<file path="src/rtl/parity_rr_dispatcher.sv">
// Pops words from a FIFO, drops bad-parity words with a saturating count, and offers good words
// round-robin to NUM_REQ requesters (pop->offer 2 cycles, offer held until the chosen requester grants).
package types_pkg;
  typedef enum logic {ODD, EVEN} parity_mode_t;
  typedef enum logic {MSB, LSB} parity_bit_t;
endpackage

module parity_rr_dispatcher
  import types_pkg::*;
#(
  parameter int           DATA_WIDTH        = 8,
  parameter parity_mode_t PARITY_MODE       = ODD,
  parameter parity_bit_t  PARITY_BIT_CHOICE = MSB,
  parameter int           NUM_REQ           = 4,
  parameter int           CNT_WIDTH         = 16
) (
  input  logic                  clk_i,
  input  logic                  rst_ni,
  input  logic                  enable_i,
  input  logic                  pop_valid_i,
  input  logic [DATA_WIDTH-1:0] pop_data_i,
  output logic                  pop_grant_o,
  input  logic [NUM_REQ-1:0]    req_i,
  output logic [NUM_REQ-1:0]    valid_o,
  input  logic [NUM_REQ-1:0]    grant_i,
  output logic [DATA_WIDTH-2:0] data_o,
  output logic                  err_o,
  output logic [CNT_WIDTH-1:0]  err_cnt_o
);

  localparam int IW = $clog2(NUM_REQ);

  typedef enum logic [1:0] {IDLE, HOLD, SEND} state_t;

  state_t                state;
  logic [IW-1:0]         ptr;
  logic [IW-1:0]         winner;
  logic [DATA_WIDTH-2:0] hold;

  logic                  parity_ok;
  logic [DATA_WIDTH-2:0] payload;
  logic [IW-1:0]         arb;
  logic                  arb_found;
  logic [IW-1:0]         ptr_after;

  assign parity_ok = (^pop_data_i) == (PARITY_MODE == ODD);
  assign payload   = (PARITY_BIT_CHOICE == MSB) ? pop_data_i[DATA_WIDTH-2:0]
                                                : pop_data_i[DATA_WIDTH-1:1];

  // Reset gates the pop request so nothing leaves the FIFO while rst_ni is low.
  assign pop_grant_o = rst_ni & (state == IDLE) & enable_i & pop_valid_i;
  assign valid_o     = (state == SEND) ? (NUM_REQ'(1) << winner) : '0;
  assign data_o      = (state == SEND) ? hold : '0;

  always_comb begin
    int k;
    k         = 0;
    arb       = '0;
    arb_found = 1'b0;
    for (int i = 0; i < NUM_REQ; i++) begin
      k = int'(ptr) + i;
      if (k >= NUM_REQ) k = k - NUM_REQ;
      if (!arb_found && req_i[IW'(k)]) begin
        arb       = IW'(k);
        arb_found = 1'b1;
      end
    end
  end

  assign ptr_after = (winner == IW'(NUM_REQ - 1)) ? '0 : winner + 1'b1;

  always_ff @(posedge clk_i or negedge rst_ni) begin
    if (!rst_ni) begin
      state     <= IDLE;
      ptr       <= '0;
      winner    <= '0;
      hold      <= '0;
      err_o     <= 1'b0;
      err_cnt_o <= '0;
    end else begin
      err_o <= 1'b0;
      case (state)
        IDLE: begin
          if (pop_grant_o) begin
            if (parity_ok) begin
              hold  <= payload;
              state <= HOLD;
            end else begin
              err_o <= 1'b1;
              if (err_cnt_o != '1) err_cnt_o <= err_cnt_o + 1'b1;
            end
          end
        end
        HOLD: begin
          if (arb_found) begin
            winner <= arb;
            state  <= SEND;
          end
        end
        SEND: begin
          if (grant_i[winner]) begin
            ptr   <= ptr_after;
            state <= IDLE;
          end
        end
        default: state <= IDLE;
      endcase
    end
  end

endmodule
</file>
<file path="config.mk">
export PLATFORM = sky130hd
export DESIGN_NAME = parity_rr_dispatcher
export DESIGN_NICKNAME = d
export VERILOG_FILES = /design/src/rtl/parity_rr_dispatcher.sv
export SDC_FILE = /design/constraint.sdc
export NUM_CORES = 1
export LEC_CHECK = 0
export BUFFER_PORTS_ARGS = -buffer_cell sky130_fd_sc_hd__buf_4
export CAP_MARGIN = 20
export CORE_MARGIN = 4
export CORE_UTILIZATION = 46
export DETAILED_ROUTE_END_ITERATION = 12
export HOLD_SLACK_MARGIN = 0.15
export PLACE_DENSITY = 0.75
export SYNTH_ARGS = -nofsm -noshare
export SYNTH_HDL_FRONTEND = slang
export SYNTH_SLANG_ARGS = --single-unit
</file>
<file path="constraint.sdc">
create_clock -name clk_i -period 1.6 [get_ports clk_i]
set_input_delay 0.16 -clock clk_i [delete_from_list [all_inputs] [get_ports clk_i]]
set_output_delay 0.16 -clock clk_i [all_outputs]
set_load 0.01 [all_outputs]
</file>
==> flow_metrics.env, run 1 <==
export IMPL_violations="setup timing"
export IMPL_routed_top_layer="met4"
export IMPL_ir_drop_mv=0.7276
export IMPL_synth_top_area_share_pct=44.74
export IMPL_insertion_delay_ns=0.34
export IMPL_synth_area_top_cells="dfrtp_1 (45%), mux2_2 (5.4%), xnor2_1 (5.2%)"
export IMPL_drc=0
export IMPL_crit_path_max_fanout=5
export IMPL_area_delta_synth_final_pct=62.49
export IMPL_post_route_period_util_pct=101.5
export IMPL_startpoint_type="register"
export IMPL_final_hold_viol_count=0
export IMPL_seq_area_frac_synth_pct=44.74
export IMPL_synth_most_common_cell="dfrtp_1"
export IMPL_wl_met1_um=1814
export IMPL_syn_inst=155
export IMPL_vias_per_cell=5.198
export IMPL_fin_total_pwr_uw=2826
export IMPL_reg2reg_slack_ns=0
export IMPL_syn_area_per_cell_um2=10.82
export IMPL_synth_area_leader_cell="dfrtp_1"
export IMPL_vias=1575
export IMPL_hold_path_depth=3
export IMPL_crit_required_ns=1.44
export IMPL_setup_viol=5
export IMPL_antenna_found_initial=0
export IMPL_dieArea_um2=4678
export IMPL_worst_r2r_cell_count=6
export IMPL_grt_pass1_vias=1540
export IMPL_p_leak_uw=0.001353
export IMPL_timing_hold_ws_ns=0.2393
export IMPL_async_flop_share_pct=100.0
export IMPL_cts_sinks=30
export IMPL_start_util_pct=49.12
export IMPL_dp_hpwl_um=3091
export IMPL_cts_buffers_inserted=5
export IMPL_synth_warning_count=0
export IMPL_relSlewSlack_pct=73.06
export IMPL_core_area_um2=3416
export IMPL_drtIter0Drc=81
export IMPL_port_buffers=48
export IMPL_grt_pass1_wl_um=7100
export IMPL_ys_flop_type="dfrtp_1"
export IMPL_clk_pin_slew_worst_paths_ns=0.10
export IMPL_diodes=0
export IMPL_wirelength_um=4693
export IMPL_final_core_util_pct=79.82
export IMPL_dp_worst_setup_slack_ns=-0.1207
export IMPL_status="finished, violations left"
export IMPL_cts_root_buf="clkbuf_4"
export IMPL_synth_ff_latch_count=30
export IMPL_cp_arrival_ns=1.46
export IMPL_cts_max_path_buffers=2
export IMPL_final_layout_size_suffix_gt1_share_pct=54.47
export IMPL_slew_violations=0
export IMPL_drv_cap=0
export IMPL_synth_common_cells="dfrtp_1 (30), nand2_1 (15), and2_1 (11)"
export IMPL_post_place_cells=273
export IMPL_io_pins=49
export IMPL_synthesis_area_um2=1678
export IMPL_hp_start="grant_i[2]"
export IMPL_rows=21
export IMPL_met2WireLength_um=2503
export IMPL_fin_skew_ns=0.009890
export IMPL_postRouteAntennaNets=0
export IMPL_clock_fmax_mhz=615.6
export IMPL_period_minus_slack_ns=1.624
export IMPL_multi_input_area_um2=1050
export IMPL_fp_dieW_um=68.40
export IMPL_die_h_um=68.40
export IMPL_hold_path_end="state[1]"
export IMPL_gr_usage_all_layers_pct=20.85
export IMPL_dr_pass1_iters=4
export IMPL_seq_area_um2=753.2
export IMPL_grt_ovfl_total=0
export IMPL_gp_congestion=0.8168
export IMPL_r2r_end="err_cnt_o[9]"
export IMPL_crit_path_end_kind="primary output"
export IMPL_final_cell_count_no_fill=303
export IMPL_htreeDepth=2
export IMPL_hold_path_class="in2reg"
export IMPL_syn_nets=180
export IMPL_routedWlPerCell_um=15.49
export IMPL_nFillCells=213
export IMPL_crit_type="reg2out"
export IMPL_met3_length_um=292
export IMPL_regToRegStartpoint="state[0]"
export IMPL_cts_tree="yes"
export IMPL_grt_setup_unrepaired="yes"
export IMPL_synth_cell_types=34
export IMPL_synth_edf_count=0
export IMPL_power_density_nw_per_um2=1037
export IMPL_layout_nets=281
export IMPL_worst_slack_ns=-0.02446
export IMPL_grt_max_degree=31
export IMPL_tightest_slew_ns=0.4041
## per-stage QoR
stage	instance area, um^2	setup TNS, ns
2_1_floorplan	1710	-0.02921
5_1_grt	2726	-0.9534
4_1_cts	2500	-0.3326
3_3_place_gp	2306	-0.4078
3_5_place_dp	2306	-1.319
6_report	2726	-0.04821
## cell type report
cell class / count / share of cell area [%]
Clock inverter: 2 / 0.3671
Clock buffer: 6 / 1.514
Timing Repair Buffer: 96 / 28.77
Multi-Input combinational cell: 115 / 38.50
Inverter: 8 / 1.101
Sequential cell: 30 / 27.63
Tap cell: 46 / 2.111
## where the power goes
group	switching (uW)	internal (uW)	total (uW)	leakage (uW)
clock network	277	167	444	0.0000320
registers	151	954	1110	0.000389
logic	587	690	1280	0.000932
total	1010	1810	2830	0.00135
## layer usage
| layer | track usage [%] | up-vias |
|---|---|---|
| met1 | 24.22 | 759 |
| met5 | 0 | - |
| met3 | 6.240 | 9 |
| li1 | - | 746 |
| met2 | 35.64 | 61 |
| met4 | 8.189 | 0 |
## cells in the final DEF, fill, tap and decap left out, types with 2 or more instances in the layout
master and instances:
ha_2 4, inv_2 2, nor4_1 3, nor2b_1 2, clkbuf_4 5, and2_1 3, xor2_1 8, xnor2_1 10
mux2_4 5, mux2_2 4, buf_6 7, dlygate4sd3_1 11, and2_4 8, buf_4 76, nand2b_1 2, nand4_1 9
dfrtp_2 2, nor3_2 2, nand2_4 2, and3_1 2, nor4_4 4, o21ai_0 4, clkinv_2 2, a21oi_1 3
nor4_2 4, dfrtp_1 28, inv_1 6, nand2_1 13, xnor2_2 3, nand3_1 3, nor2_1 3
## kinds of logic after synthesis
kind of cell / after synthesis / synth area share, %
AND/OR/NAND/NOR: 65 / 23.19
flip-flops: 30 / 44.74
XOR/XNOR: 22 / 13.27
multiplexers: 12 / 8.874
AO/OA/AOI/OAI: 11 / 3.953
buffers and inverters: 10 / 2.237
adder cells (fa/ha/maj): 5 / 3.729
## sequential cells by signal, indices dropped and copies added (netlist names)
signal / cells
hold: 7
err_o: 1
state: 2
ptr: 2
winner: 2
err_cnt_o: 16
## how the worst max path moves through the flow
stage | start | to | cells after the start
floorplan | err_cnt_o[9] | err_cnt_o[1] | 5
CTS | state[0] | err_cnt_o[9] | 6
detailed placement | pop_data_i[7] | err_cnt_o[14] | 7
global placement | pop_data_i[7] | err_cnt_o[5] | 7
global route | state[0] | pop_grant_o | 5
finish | state[0] | pop_grant_o | 5
## repair_timing
action | 4_1_cts | 5_1_grt
endpoints found under the hold margin | 39 | 0
endpoints found under the setup margin | 22 | 37
pin swaps | 8 | 10
resized for setup | 8 | 36
setup buffers | 0 | 9
gates cloned | 2 | 0
hold buffers | 11 | 0
## critical path, cell delays in order (launching register included)
cell and delay, ns:
dfrtp_1 0.39, and4bb_2 0.35, nand2_4 0.10, buf_6 0.15
inv_2 0.05, buf_6 0.09
Note: power is estimated with default switching activity, not from simulation.
==> run 2: changes to the inputs <==
SETUP_SLACK_MARGIN = 0.1   (was default)
SKIP_CTS_REPAIR_TIMING = 1   (was default)
==> run 2 against run 1 <==
- the run still ends with setup timing left
- flip-flop and latch count unchanged
- power increased by 1.8%
- routed wire length decreased by 1.4%
- clock skew increased by 0.0010 ns
- clock-buffer cell count increased by 1
- combinational power about the same
- critical path type is now reg2reg
- highest routed layer unchanged
==> flow_metrics.env, run 2 (synthesized netlist as in run 1, its figures left out) <==
export IMPL_start_util_pct=49.12
export IMPL_relSlewSlack_pct=72.24
export IMPL_grt_setup_unrepaired="yes"
export IMPL_fin_total_pwr_uw=2877
export IMPL_post_place_cells=273
export IMPL_wl_met1_um=1758
export IMPL_crit_required_ns=1.86
export IMPL_crit_buf_inv=1
export IMPL_ir_drop_mv=0.7982
export IMPL_hold_path_depth=3
export IMPL_final_layout_size_suffix_gt1_share_pct=53.15
export IMPL_drtIter0Drc=75
export IMPL_top_register="err_cnt_o"
export IMPL_worst_slack_ns=-0.08260
export IMPL_final_cell_count_no_fill=300
export IMPL_placedInstanceArea_um2=2323
export IMPL_crit_family="simple AND/OR/NAND/NOR gates"
export IMPL_dieArea_um2=4678
export IMPL_drc=0
export IMPL_violations="setup timing"
export IMPL_routedWlPerCell_um=15.42
export IMPL_met3_length_um=286
export IMPL_largest_reg_flops=16
export IMPL_clk_pin_slew_worst_paths_ns=0.10
export IMPL_slew_violations=0
export IMPL_post_route_period_util_pct=105.2
export IMPL_setup_tns_ns=-0.2606
export IMPL_crit_path_end_kind="register"
export IMPL_routed_top_layer="met4"
export IMPL_grt_pass1_wl_um=6789
export IMPL_power_frac_seq_pct=38.3
export IMPL_cts_buffers_inserted=5
export IMPL_layout_nets=278
export IMPL_gr_usage_all_layers_pct=19.65
export IMPL_cp_cell_sequence="and4bb_2, nand2_2, buf_12, nor4_1, xor2_1"
export IMPL_fp_dieW_um=68.40
export IMPL_startpoint_type="register"
export IMPL_crit_type="reg2reg"
export IMPL_htreeDepth=2
export IMPL_critPathSlowestCell="nor4_1"
export IMPL_drv_cap=0
export IMPL_port_buffers=48
export IMPL_layout_common_cells="buf_4 (75), dfrtp_1 (28), nand2_1 (12)"
export IMPL_grt_pass1_vias=1518
export IMPL_insertion_delay_ns=0.34
export IMPL_status="finished, violations left"
export IMPL_setup_viol=7
export IMPL_layout_commonest_cell="buf_4"
export IMPL_clock_fmax_mhz=594.3
export IMPL_power_density_nw_per_um2=1068
export IMPL_vias=1582
export IMPL_core_area_um2=3416
export IMPL_antenna_found_initial=0
export IMPL_io_pins=49
export IMPL_final_cell_area_um2=2693
export IMPL_die_h_um=68.40
export IMPL_clock_power_share_pct=16.9
export IMPL_fin_skew_ns=0.01092
export IMPL_reg_top3="err_cnt_o: 16 flops, hold: 7 flops"
export IMPL_dp_hpwl_um=3067
export IMPL_crit_path_max_fanout=9
export IMPL_diodes=0
export IMPL_met2WireLength_um=2489
export IMPL_power_switching_uw=1017
export IMPL_period_minus_slack_ns=1.683
export IMPL_hold_path_class="in2reg"
export IMPL_rows=21
export IMPL_timing_hold_ws_ns=0.1610
export IMPL_p_int_uw=1859
export IMPL_grt_max_degree=31
export IMPL_cts_tree="yes"
export IMPL_area_delta_synth_final_pct=60.48
export IMPL_swShare_pct=35.37
export IMPL_pwr_share_comb_pct=44.8
export IMPL_worst_r2r_cell_count=5
export IMPL_tightest_slew_ns=0.4126
export IMPL_cp_arrival_ns=1.95
export IMPL_final_hold_viol_count=0
export IMPL_vias_per_cell=5.273
export IMPL_cts_sinks=30
export IMPL_gp_congestion=0.8663
export IMPL_dr_pass1_iters=5
export IMPL_grt_ovfl_total=0
export IMPL_p_leak_uw=0.001321
export IMPL_cts_max_path_buffers=2
export IMPL_path_depth=5
export IMPL_slowest_delay_ns=0.42
export IMPL_postRouteAntennaNets=0
export IMPL_wirelength_um=4626
export IMPL_cts_root_buf="clkbuf_4"
run 2: worst paths after layout:
check | startpoint | end | slack, ns
min in group asynchronous | rst_ni | err_cnt_o[14] | 0.39
min reg2reg | hold[6] | hold[6] | 0.52
max reg2reg | state[1] | err_cnt_o[4] | -0.08
min | req_i[0] | state[0] | 0.16
max | state[1] | err_cnt_o[4] | -0.08
max in group asynchronous | rst_ni | err_cnt_o[7] | 0.92
run 2: through the flow:
step / utilization [%] / setup slack (ns)
6_report: 78.83 / -0.08260
5_1_grt: 78.83 / -0.1224
4_1_cts: 69.78 / -0.08949
3_5_place_dp: 68.02 / -0.1820
3_3_place_gp: 68.02 / -0.05671
2_1_floorplan: - / -0.02921
run 2: power by group through the flow:
stage	registers, uW	clock network (uW)	logic, uW
floorplan	1140	0	535
global placement	1080	0	1050
detailed placement	1100	0	1090
CTS	1080	490	1100
global route	1130	528	1400
finish	1100	487	1290
run 2: cell type report:
type                    instances  area, um^2
clock buffers                   7       55.05
clock inverters                 1       5.005
inverters                       8       30.03
well taps                      46       57.56
repair buffers                 93       760.7
flip-flops and latches         30       753.2
fillers                       212       723.2
multi-input cells             115        1031
run 2: layer usage:
metal / global-route usage [%] / up-vias
li1: - / 742
met1: 22.59 / 760
met2: 34.21 / 66
met3: 5.090 / 14
met4: 8.189 / 0
met5: 0 / -
run 2: worst min-delay path, delay by kind of cell:
kind / cells / cell delay, ns
AO/OA/AOI/OAI: 1 / 0.15
buffers and inverters: 1 / 0.11
AND/OR/NAND/NOR: 1 / 0.06
==> run 3: changes to the inputs <==
BUFFER_PORTS_ARGS = -buffer_cell sky130_fd_sc_hd__buf_2   (was -buffer_cell sky130_fd_sc_hd__buf_4)
CORE_MARGIN = default   (was 4)
MAX_ROUTING_LAYER = met4   (was default)
==> run 3 against run 2 <==
- the flow still finishes with violations (setup timing)
- design area shrank 2.6%
- critical path depth is the same
- die area shrank 17%
- via count decreased by 1.5%
- register-to-register slack about the same
- critical endpoint is now err_cnt_o[9]
- largest cell class unchanged
- largest power group unchanged
- highest routed layer unchanged
==> flow_metrics.env, run 3 (synthesized netlist as in run 1, its figures left out) <==
export IMPL_status="finished, violations left"
export IMPL_violations="setup timing"
export IMPL_regToRegStartpoint="state[1]"
export IMPL_routedWlPerCell_um=14.88
export IMPL_grt_pass1_vias=1395
export IMPL_htreeDepth=2
export IMPL_cp_arrival_ns=1.91
export IMPL_fp_dieW_um=62.40
export IMPL_hold_path_class="in2reg"
export IMPL_io_pins=49
export IMPL_layout_common_cells="buf_2 (47), dfrtp_1 (28), buf_4 (26)"
export IMPL_startpoint_type="register"
export IMPL_clk_pin_slew_worst_paths_ns=0.10
export IMPL_start_util_pct=49.12
export IMPL_port_buffers=48
export IMPL_area_delta_synth_final_pct=56.38
export IMPL_worst_slack_ns=-0.08475
export IMPL_cts_tree="yes"
export IMPL_insertion_delay_ns=0.33
export IMPL_postRouteAntennaNets=0
export IMPL_layout_commonest_cell="buf_2"
export IMPL_drc=0
export IMPL_diodes=0
export IMPL_final_hold_viol_count=0
export IMPL_crit_required_ns=1.82
export IMPL_crit_path_end_kind="register"
export IMPL_post_route_period_util_pct=105.3
export IMPL_placedInstanceArea_um2=2168
export IMPL_crit_type="reg2reg"
export IMPL_setup_viol=17
export IMPL_cp_startpoint="state[1]"
export IMPL_power_density_nw_per_um2=1045
export IMPL_crit_path_max_fanout=4
export IMPL_vias_per_cell=5.211
export IMPL_slew_violations=0
export IMPL_dr_pass1_iters=5
export IMPL_nFillCells=232
export IMPL_grt_setup_unrepaired="yes"
export IMPL_wirelength_um=4449
export IMPL_gp_congestion=0.8271
export IMPL_final_cell_area_um2=2624
export IMPL_die_h_um=62.40
export IMPL_clock_fmax_mhz=593.6
export IMPL_cts_root_buf="clkbuf_4"
export IMPL_final_layout_size_suffix_gt1_share_pct=50.20
export IMPL_dieArea_um2=3893
export IMPL_fin_skew_ns=0.007066
export IMPL_cts_buffers_inserted=5
export IMPL_dp_hpwl_um=2777
export IMPL_gr_usage_all_layers_pct=20.47
export IMPL_rows=21
export IMPL_worst_r2r_cell_count=5
export IMPL_vias=1558
export IMPL_grt_ovfl_total=0
export IMPL_layout_nets=277
export IMPL_hold_path_depth=3
export IMPL_antenna_found_initial=0
export IMPL_timing_hold_ws_ns=0.1618
export IMPL_hp_start="req_i[3]"
export IMPL_cts_sinks=30
export IMPL_drv_cap=0
export IMPL_grt_max_degree=31
export IMPL_grt_pass1_wl_um=6085
export IMPL_core_area_um2=3416
export IMPL_drtIter0Drc=74
export IMPL_largest_reg_flops=16
export IMPL_fin_total_pwr_uw=2743
export IMPL_relSlewSlack_pct=77.76
export IMPL_cts_max_path_buffers=2
export IMPL_tightest_slew_ns=0.3305
export IMPL_reg_top3="err_cnt_o: 16 flops, hold: 7 flops"
export IMPL_ir_drop_mv=0.8208
export IMPL_top_register="err_cnt_o"
export IMPL_p_leak_uw=0.001337
export IMPL_period_minus_slack_ns=1.685
[run 3: cell types whose count changed in the layout (fill, tap and decap cells not counted), sizes merged]
cell         previous run  this run
buf                    82        84
dlygate4sd3            11         8
[run 3: routing by layer]
layer | wire, um | global-route usage, % | up-vias
met5 | 0 | - | -
met4 | 59 | 6.105 | 0
met3 | 219 | 5.839 | 9
met2 | 2432 | 34.62 | 56
met1 | 1738 | 23.63 | 754
li1 | - | - | 739
[run 3: stage by stage]
step	utilization [%]	setup slack (ns)	instances	setup TNS (ns)
global placement	63.48	-0.06546	270	-0.2638
finish	76.81	-0.08475	299	-0.4856
floorplan	-	-0.02921	155	-0.02921
detailed placement	63.48	-0.09596	270	-0.7766
global route	76.81	-0.1895	299	-2.098
CTS	65.24	-0.08024	278	-0.3837
[run 3: power breakdown]
group	switching, uW	internal [uW]	total [uW]
Clock	258	213	471
Sequential	138	954	1090
Combinational	578	601	1180
[run 3: layout make-up]
class	count	area, um^2	share of cell area, %
clock inverter	1	5.005	0.1907
inverter	8	30.03	1.144
multi-input combinational	115	1071	40.82
sequential	30	753.2	28.71
timing repair buffer	92	651.9	24.84
tap	46	57.56	2.194
clock buffer	7	55.05	2.098
[run 3: final timing paths]
path                                 end  slack (ns)
max                         err_cnt_o[9]       -0.08
max in group asynchronous   err_cnt_o[8]        0.96
max reg2reg                 err_cnt_o[9]       -0.08
min                            winner[1]        0.16
min reg2reg                      hold[3]        0.51
min in group asynchronous  err_cnt_o[12]        0.47
[run 3: critical path: stages (launching register included)]
cell and delay, ns:
dfrtp_1 0.40, and4bb_2 0.34, nand4_1 0.20, a211oi_4 0.31, nand4_1 0.16, xnor2_1 0.16
